## src/rtl/gcd_operand_feeder.sv

```systemverilog
// Operand feeder for the GCD unit: pairs serial A/B beats into {A,B} words
// and queues them in a small FIFO with a valid/ready output handshake.
module gcd_operand_feeder #(
    parameter int WIDTH = 16,
    parameter int DEPTH = 4
) (
    input  logic                       clk,
    input  logic                       reset,
    input  logic                       io_op_valid,
    input  logic [WIDTH-1:0]           io_op_data,
    output logic                       io_op_ready,
    output logic                       io_out_valid,
    output logic [2*WIDTH-1:0]         io_out_data,
    input  logic                       io_out_ready,
    output logic [$clog2(DEPTH+1)-1:0] io_count,
    output logic                       io_phase_b
);

    localparam int PW = $clog2(DEPTH);
    localparam int CW = $clog2(DEPTH+1);

    typedef enum logic {
        PH_A = 1'b0,
        PH_B = 1'b1
    } phase_e;

    phase_e             phase_q, phase_d;
    logic [WIDTH-1:0]   a_q, a_d;
    logic [PW-1:0]      rd_ptr_q, rd_ptr_d;
    logic [PW-1:0]      wr_ptr_q, wr_ptr_d;
    logic [CW-1:0]      count_q, count_d;
    logic [2*WIDTH-1:0] mem_q [DEPTH];

    logic full, empty, push, pop;

    assign full  = (count_q == CW'(DEPTH));
    assign empty = (count_q == '0);
    assign pop   = !empty && io_out_ready;

    // The A beat never touches the FIFO, so PH_A is always ready; only the
    // B beat depends on a free entry, and it never looks at io_out_ready.
    always_comb begin
        phase_d     = phase_q;
        a_d         = a_q;
        io_op_ready = 1'b1;
        push        = 1'b0;
        unique case (phase_q)
            PH_A: begin
                io_op_ready = 1'b1;
                if (io_op_valid) begin
                    a_d     = io_op_data;
                    phase_d = PH_B;
                end
            end
            PH_B: begin
                io_op_ready = !full;
                if (io_op_valid && !full) begin
                    push    = 1'b1;
                    phase_d = PH_A;
                end
            end
        endcase
    end

    always_comb begin
        rd_ptr_d = rd_ptr_q + PW'(pop);
        wr_ptr_d = wr_ptr_q + PW'(push);
        count_d  = count_q + CW'(push) - CW'(pop);
    end

    always_ff @(posedge clk or negedge reset) begin
        if (!reset) begin
            phase_q  <= PH_A;
            a_q      <= '0;
            rd_ptr_q <= '0;
            wr_ptr_q <= '0;
            count_q  <= '0;
        end else begin
            phase_q  <= phase_d;
            a_q      <= a_d;
            rd_ptr_q <= rd_ptr_d;
            wr_ptr_q <= wr_ptr_d;
            count_q  <= count_d;
        end
    end

    // Storage needs no reset: the count gates every read of it.
    always_ff @(posedge clk) begin
        if (push) begin
            mem_q[wr_ptr_q] <= {a_q, io_op_data};
        end
    end

    assign io_out_valid = !empty;
    assign io_out_data  = empty ? '0 : mem_q[rd_ptr_q];
    assign io_count     = count_q;
    assign io_phase_b   = (phase_q == PH_B);

endmodule

```

## config.mk

```make
export PLATFORM = sky130hd
export DESIGN_NAME = gcd_operand_feeder
export DESIGN_NICKNAME = d
export VERILOG_FILES = /design/src/rtl/gcd_operand_feeder.sv
export SDC_FILE = /design/constraint.sdc
export NUM_CORES = 1
export LEC_CHECK = 0
export ABC_AREA = 1
export BUFFER_PORTS_ARGS = -buffer_cell sky130_fd_sc_hd__buf_2
export CORE_MARGIN = 5
export CORE_UTILIZATION = 45
export DETAILED_ROUTE_END_ITERATION = 10
export SYNTH_ARGS = -nofsm -noshare
export SYNTH_HDL_FRONTEND = slang
export SYNTH_SLANG_ARGS = --single-unit
```

## constraint.sdc

```tcl
create_clock -name clk -period 6.4 [get_ports clk]
set_clock_uncertainty 0.1 [all_clocks]
set_input_delay 0.64 -clock clk [delete_from_list [all_inputs] [get_ports clk]]
set_output_delay 0.64 -clock clk [all_outputs]
set_load 0.1 [all_outputs]
```

==> results of run 1 <==
[registers in the layout, indices dropped and copies added, names as in the netlist]
| register | cells |
|---|---|
| wr_ptr_q | 2 |
| a_q | 16 |
| rd_ptr_q | 2 |
| io_count | 3 |
| mem_q | 128 |
| io_phase_b | 1 |
[kinds of logic after synthesis]
| family | synth area share (%) |
|---|---|
| XOR/XNOR | 0.269 |
| flip-flops | 68.3 |
| buffers and inverters | 11.1 |
| AND/OR/NAND/NOR | 17.1 |
| AO/OA/AOI/OAI | 2.52 |
| adder cells (fa/ha/maj) | 0.692 |
[cells in the final DEF (no fill, tap or decap)]
cell / synthesis / routed
nor3_2: 0 / 4
nor2_1: 3 / 3
dfrtp_1: 24 / 23
ha_1: 2 / 2
clkbuf_8: 0 / 4
buf_2: 12 / 57
nand2_2: 1 / 1
a21oi_1: 31 / 31
bufinv_16: 0 / 2
clkbuf_1: 5 / 2
nand3_1: 82 / 82
xnor2_1: 1 / 1
nand4_1: 1 / 1
clkbuf_16: 0 / 17
a21oi_2: 1 / 1
dfrtp_2: 0 / 1
xor2_1: 1 / 1
clkinv_2: 0 / 6
clkinvlp_4: 0 / 1
nand2_1: 176 / 176
buf_4: 4 / 6
inv_1: 135 / 135
fa_1: 1 / 1
inv_2: 4 / 4
edfxtp_1: 128 / 128
[layout make-up]
cell class	instances	share of cell area, %
clock buffer	23	6.53
clock inverter	9	1.31
inverter	139	6.98
multi-input combinational	304	18.2
sequential	152	59.5
tap	184	3.08
timing repair buffer	63	4.42
[worst max path at each step]
stage	from	endpoint	slack, ns	cells after the start
2_1_floorplan	io_count[1]	mem_q[0][0]	2.27	4
3_3_place_gp	rd_ptr_q[0]	io_out_data[27]	3.76	5
3_5_place_dp	rd_ptr_q[0]	io_out_data[5]	3.74	5
4_1_cts	rd_ptr_q[0]	io_out_data[11]	3.23	5
5_1_grt	rd_ptr_q[0]	io_out_data[11]	3.05	5
6_report	rd_ptr_q[0]	io_out_data[11]	3.24	5
[routing by layer]
metal,share of wire [%],up-vias,routed length (um)
met3,5.3,11,726
met2,52,101,7160
met1,42,2039,5780
met4,0.66,2,91
li1,-,2085,-
met5,0.094,-,13
[critical path, stage by stage, from the launching register on]
cell	delay, ns
dfrtp_2	0.41
inv_2	0.82
nand2_1	0.17
nand3_1	0.16
a21oi_1	0.08
buf_2	0.33
[through the flow]
stage               hold WS [ns]  instance area [sq um]  instances  util (%)
finish                     0.115                   7470        874      52.0
global route               0.147                   7470        874      52.0
CTS                        0.120                   7470        874      52.0
detailed placement         0.406                   6890        842      47.9
global placement           0.391                   6890        842      47.9
floorplan                  0.244                   6510        624         -
[Yosys cell counts, drive strengths merged]
cell    number  area, sq um
edfxtp     128         3840
inv        139          522
dfrtp       24          601
ha           2         25.0
nand2      177          667
a21oi       32          164
nand4        1         6.26
xor2         1         8.76
clkbuf       5         18.8
nor2         3         11.3
nor3         4         20.0
nand3       82          410
xnor2        1         8.76
fa           1         20.0
buf         24          180
==> reports/results.tsv, run 1 <==
metric	value	unit
status	finished, final reports clean	
CORE AREA	14400	sq um
mapped cell area	6510	sq um
CTS Buffer Depth	2	
Area Overhead vs Synth	14.9	%
MaxCap Viol Count	0	
met2 usage	29.9	%
CP Launch Type	flip-flop	
Worst R2R Start	io_count[1]	
final setup margin	3.24	ns
I/O Pins	58	
Crit path arrival time	2.42	ns
cts-stage hold buffer count	0	
Initial DRC Count	370	
GR Layer Usage met3	4.18	%
worst-margin pin slew	1.15	ns
Initial Utilization	45.3	%
# setup viols final	0	
Vias	4238	
r2r endpoint	io_count[2]	
grt peak-use layer	met2	
largest net degree at the start of global routing	68	
CP Class	reg2out	
Crit Path Max Fanout	65	
DR DRC count	0	
Syn Inst Count	624	
Post-CTS Setup Repair Bufs	0	
Die ar.	17000	sq um
Antenna diodes	0	
htree depth	4	
R2R depth	9	
Peak Freq	316	MHz
worst skew pair latency	0.41	ns
Seq. cell area	4450	sq um
Routed Antenna Nets	0	
min cycle time layout	3.16	ns
CP endpoint kind	primary output	
GRT Total Usage	17.5	%
post-DP HPWL	7.83	mm
Slew Limit Fails	0	
Avg Synthesized Cell Area	10.4	sq um
synth unique cells	20	
routability congestion estimate	0.724	
Die Height	130	um
final setup TNS	0	ns
period utilisation layout	49.4	%
global-route wire length before repair	22.2	mm
Rows	44	
Root Driver	clkbuf_16	
layout cells sized above 1	15.1	%
number of synthesized register bits	152	
fin nets	700	
DR vias/cell	4.85	
DIE WIDTH	130	um
Place WS	3.74	ns
GRT met1 Usage	21.7	%
max_slew headroom	23.1	%
R2R Setup Slk	4.29	ns
RSZ-0062 raised after global routing	false	
worst path required time	5.66	ns
clock slew at reported path FFs	0.06	ns
post-DR wirelength/cell	15.8	um
post-synthesis sequential area ratio	68.3	%
TritonCTS Buffers	17	
post_cts resized	0	
clock tree from TritonCTS	yes	
Hold Fails Final Rpt	0	
Overflow after GRT	0	
multi-input logic area	1360	sq um
CTS Sinks	152	
PortBufs	57	
Syn Nets	647	
vias in the first global route	4300	
Hold Crit Class	in2async	
Filler cells	1298	
TritonRoute pass-1 iters	4	
initial antenna violation count	1	
synth warn	0	
final wirelength	13.8	mm
Power of run 1 is not shown: default switching activity piles up to over one toggle a cycle in this logic, so the estimate is an artifact.
==> inputs of run 2 (changes only) <==
--- a/config.mk
+++ b/config.mk
@@ -5,7 +5,7 @@
 export SDC_FILE = /design/constraint.sdc
 export NUM_CORES = 1
 export LEC_CHECK = 0
-export ABC_AREA = 1
+export ABC_AREA = 0
 export BUFFER_PORTS_ARGS = -buffer_cell sky130_fd_sc_hd__buf_2
 export CORE_MARGIN = 5
 export CORE_UTILIZATION = 45
==> constraint.sdc (replaced) <==
create_clock -name clk -period 3.05 [get_ports clk]
set_clock_uncertainty 0.1 [all_clocks]
set_input_delay 0.305 -clock clk [delete_from_list [all_inputs] [get_ports clk]]
set_output_delay 0.305 -clock clk [all_outputs]
set_load 0.1 [all_outputs]
==> run 2 against run 1 <==
  * Global-route usage down 2.3 points
  * Count of clock-buffer cells in the layout up 5
  * Non-clock buffer count up 5
  * Hold slack worse by 0.094 ns
  * Synthesized cell count down 56%
  * First-iteration DRC count down 46%
  * Utilization up 3.5 points
  * Highest routed layer is now met4
==> reports/results.tsv, run 2 <==
metric	value	unit
status	finished, final reports clean	
I/O Pins	58	
Die ar.	15400	sq um
Slew Limit Fails	0	
htree depth	4	
max_slew headroom	53.9	%
final setup TNS	0	ns
M1 WL	4.59	mm
Peak Freq	380	MHz
MaxCap Viol Count	0	
Syn Nets	295	
synth unique cells	24	
slowest cell on the critical path	dfrtp_2	
worst-margin pin slew	0.691	ns
Initial DRC Count	200	
number of cells on the worst hold path	1	
largest stage delay on the critical path	0.55	ns
global-route wire length before repair	16.5	mm
RSZ-0062 raised after global routing	false	
Root Driver	clkbuf_16	
CTS Buffer Depth	2	
CP Class	reg2out	
post-DP HPWL	6.30	mm
top cells by area, synth	edfxtp_1, mux4_2, dfrtp_1	
mapped cell area	5860	sq um
multi-input logic area	1340	sq um
Worst Min Path Start	io_op_data[5]	
largest register by flop count	mem_q	
number of flops mapped to enable cells by yosys	128	
DR DRC count	0	
Hold Crit Endpoint	mem_q[3][5]	
vias in the first global route	2981	
r2r endpoint	io_count[2]	
CTS Sinks	152	
DR vias/cell	5.19	
Seq. cell area	4450	sq um
worst skew pair latency	0.41	ns
min cycle time layout	2.63	ns
Post-synth ARST share	15.8	%
top_reg_cell synth	edfxtp_1	
Rows	41	
most numerous cell in the Yosys netlist	edfxtp_1	
Worst R2R Start	io_count[1]	
# setup viols final	0	
number of synthesized register bits	152	
Avg Synthesized Cell Area	21.5	sq um
Syn Inst Count	272	
CP Cell Sequence	buf_12, mux4_2, and2_2, buf_2	
Met2 Routed Length	5.30	mm
largest net degree at the start of global routing	36	
most frequent cells after synthesis	edfxtp_1, and2_1, mux4_2, dfrtp_1, mux2_2	
Yosys top cell area share	65.6	%
R2R Setup Slk	0.74	ns
Filler cells	992	
DIE WIDTH	124	um
commonest non-fill, non-tap cell in the layout	edfxtp_1	
met3 wire len	521	um
Hold Crit Class	in2reg	
TritonRoute pass-1 iters	4	
CP endpoint kind	primary output	
commonest cells after routing, fill and taps aside	edfxtp_1, buf_2, mux4_2	
Area Overhead vs Synth	20.1	%
Antenna diodes	0	
Crit Path Max Fanout	18	
synth warn	0	
Post-CTS Setup Repair Bufs	0	
Die Height	124	um
CORE AREA	12700	sq um
final wirelength	10.5	mm
GRT Total Usage	15.1	%
worst path required time	2.64	ns
post-synthesis sequential area ratio	75.8	%
fin nets	368	
routability congestion estimate	0.708	
clock slew at reported path FFs	0.06	ns
period utilisation layout	86.3	%
CP Launch Type	flip-flop	
layout cells sized above 1	41.3	%
Vias	2749	
R2R depth	8	
Top Layer Used	met4	
TritonCTS Buffers	17	
Initial Utilization	46.3	%
initial antenna violation count	0	
PortBufs	57	
clock tree from TritonCTS	yes	
Crit path arrival time	2.23	ns
Overflow after GRT	0	
post-DR wirelength/cell	19.9	um
Hold Fails Final Rpt	0	
max reg flops	128	
Routed Antenna Nets	0	
Yosys top cell by area	edfxtp_1	
-- run 2: cell count changes in the layout (fill, tap and decap cells not counted), moves of 24 or more --
| cell | delta |
|---|---|
| nand3_1 | -79 |
| a21oi_1 | -31 |
| mux4_2 | +28 |
| nand2_1 | -174 |
| inv_1 | -133 |
| and2_1 | +24 |
-- run 2: worst max-delay path, delay by kind of cell, from the launching register on --
| kind | cells | cell delay, ns |
|---|---|---|
| buf+inv | 2 | 0.54 |
| simple gates | 1 | 0.20 |
| mux | 1 | 0.52 |
| flops | 1 | 0.55 |
-- run 2: kinds of logic (layout without fill, tap and decap cells) --
logic type               Yosys count  in the layout  synth area share [%]
AND/OR/NAND/NOR                   46             46                  4.65
flip-flops                       152            152                  75.8
adder cells (fa/ha/maj)            3              3                 0.769
multiplexers                      48             48                  15.6
buffers and inverters             16            102                  2.09
XOR/XNOR                           6              6                 0.897
AO/OA/AOI/OAI                      1              1                 0.128
-- run 2: layout make-up --
cell class,count,area share [%]
Sequential cell,152,63.2
Multi-Input combinational cell,104,19.1
Timing Repair Buffer,68,7.25
Clock buffer,28,7.06
Tap cell,172,3.06
Clock inverter,4,0.267
Inverter,2,0.107
-- run 2: repair_timing --
| item | 4_1_cts | 5_1_grt |
|---|---|---|
| hold endpoints to repair | 24 | 0 |
| resized for setup | 0 | 0 |
| hold buffers | 1 | 0 |
-- run 2: per-stage QoR --
step           hold slack [ns]  instances  utilization (%)  cell area, sq um  setup WS, ns
2_1_floorplan          -0.0906        272                -              5910        0.0222
3_3_place_gp             0.289        497             51.4              6510         0.750
3_5_place_dp             0.290        497             51.4              6510         0.757
4_1_cts                0.00177        530             55.5              7040         0.340
5_1_grt                 0.0143        530             55.5              7040         0.270
6_report                0.0209        530             55.5              7040         0.417
-- run 2: layer usage --
layer,up-vias,track usage (%)
li1,1223,-
met1,1449,19.4
met2,63,24.5
met3,14,4.59
met4,0,5.54
met5,-,0
-- run 2: worst max-delay path by stage --
stage / start / end / slack (ns) / cells after the start
2_1_floorplan: io_count[0] / io_count[2] / 0.02 / 7
3_3_place_gp: io_count[1] / io_count[2] / 0.75 / 8
3_5_place_dp: io_count[1] / io_count[2] / 0.76 / 8
4_1_cts: rd_ptr_q[0] / io_out_data[30] / 0.34 / 4
5_1_grt: rd_ptr_q[0] / io_out_data[3] / 0.27 / 4
6_report: rd_ptr_q[0] / io_out_data[27] / 0.42 / 4
Power of run 2 is left out for the same reason.
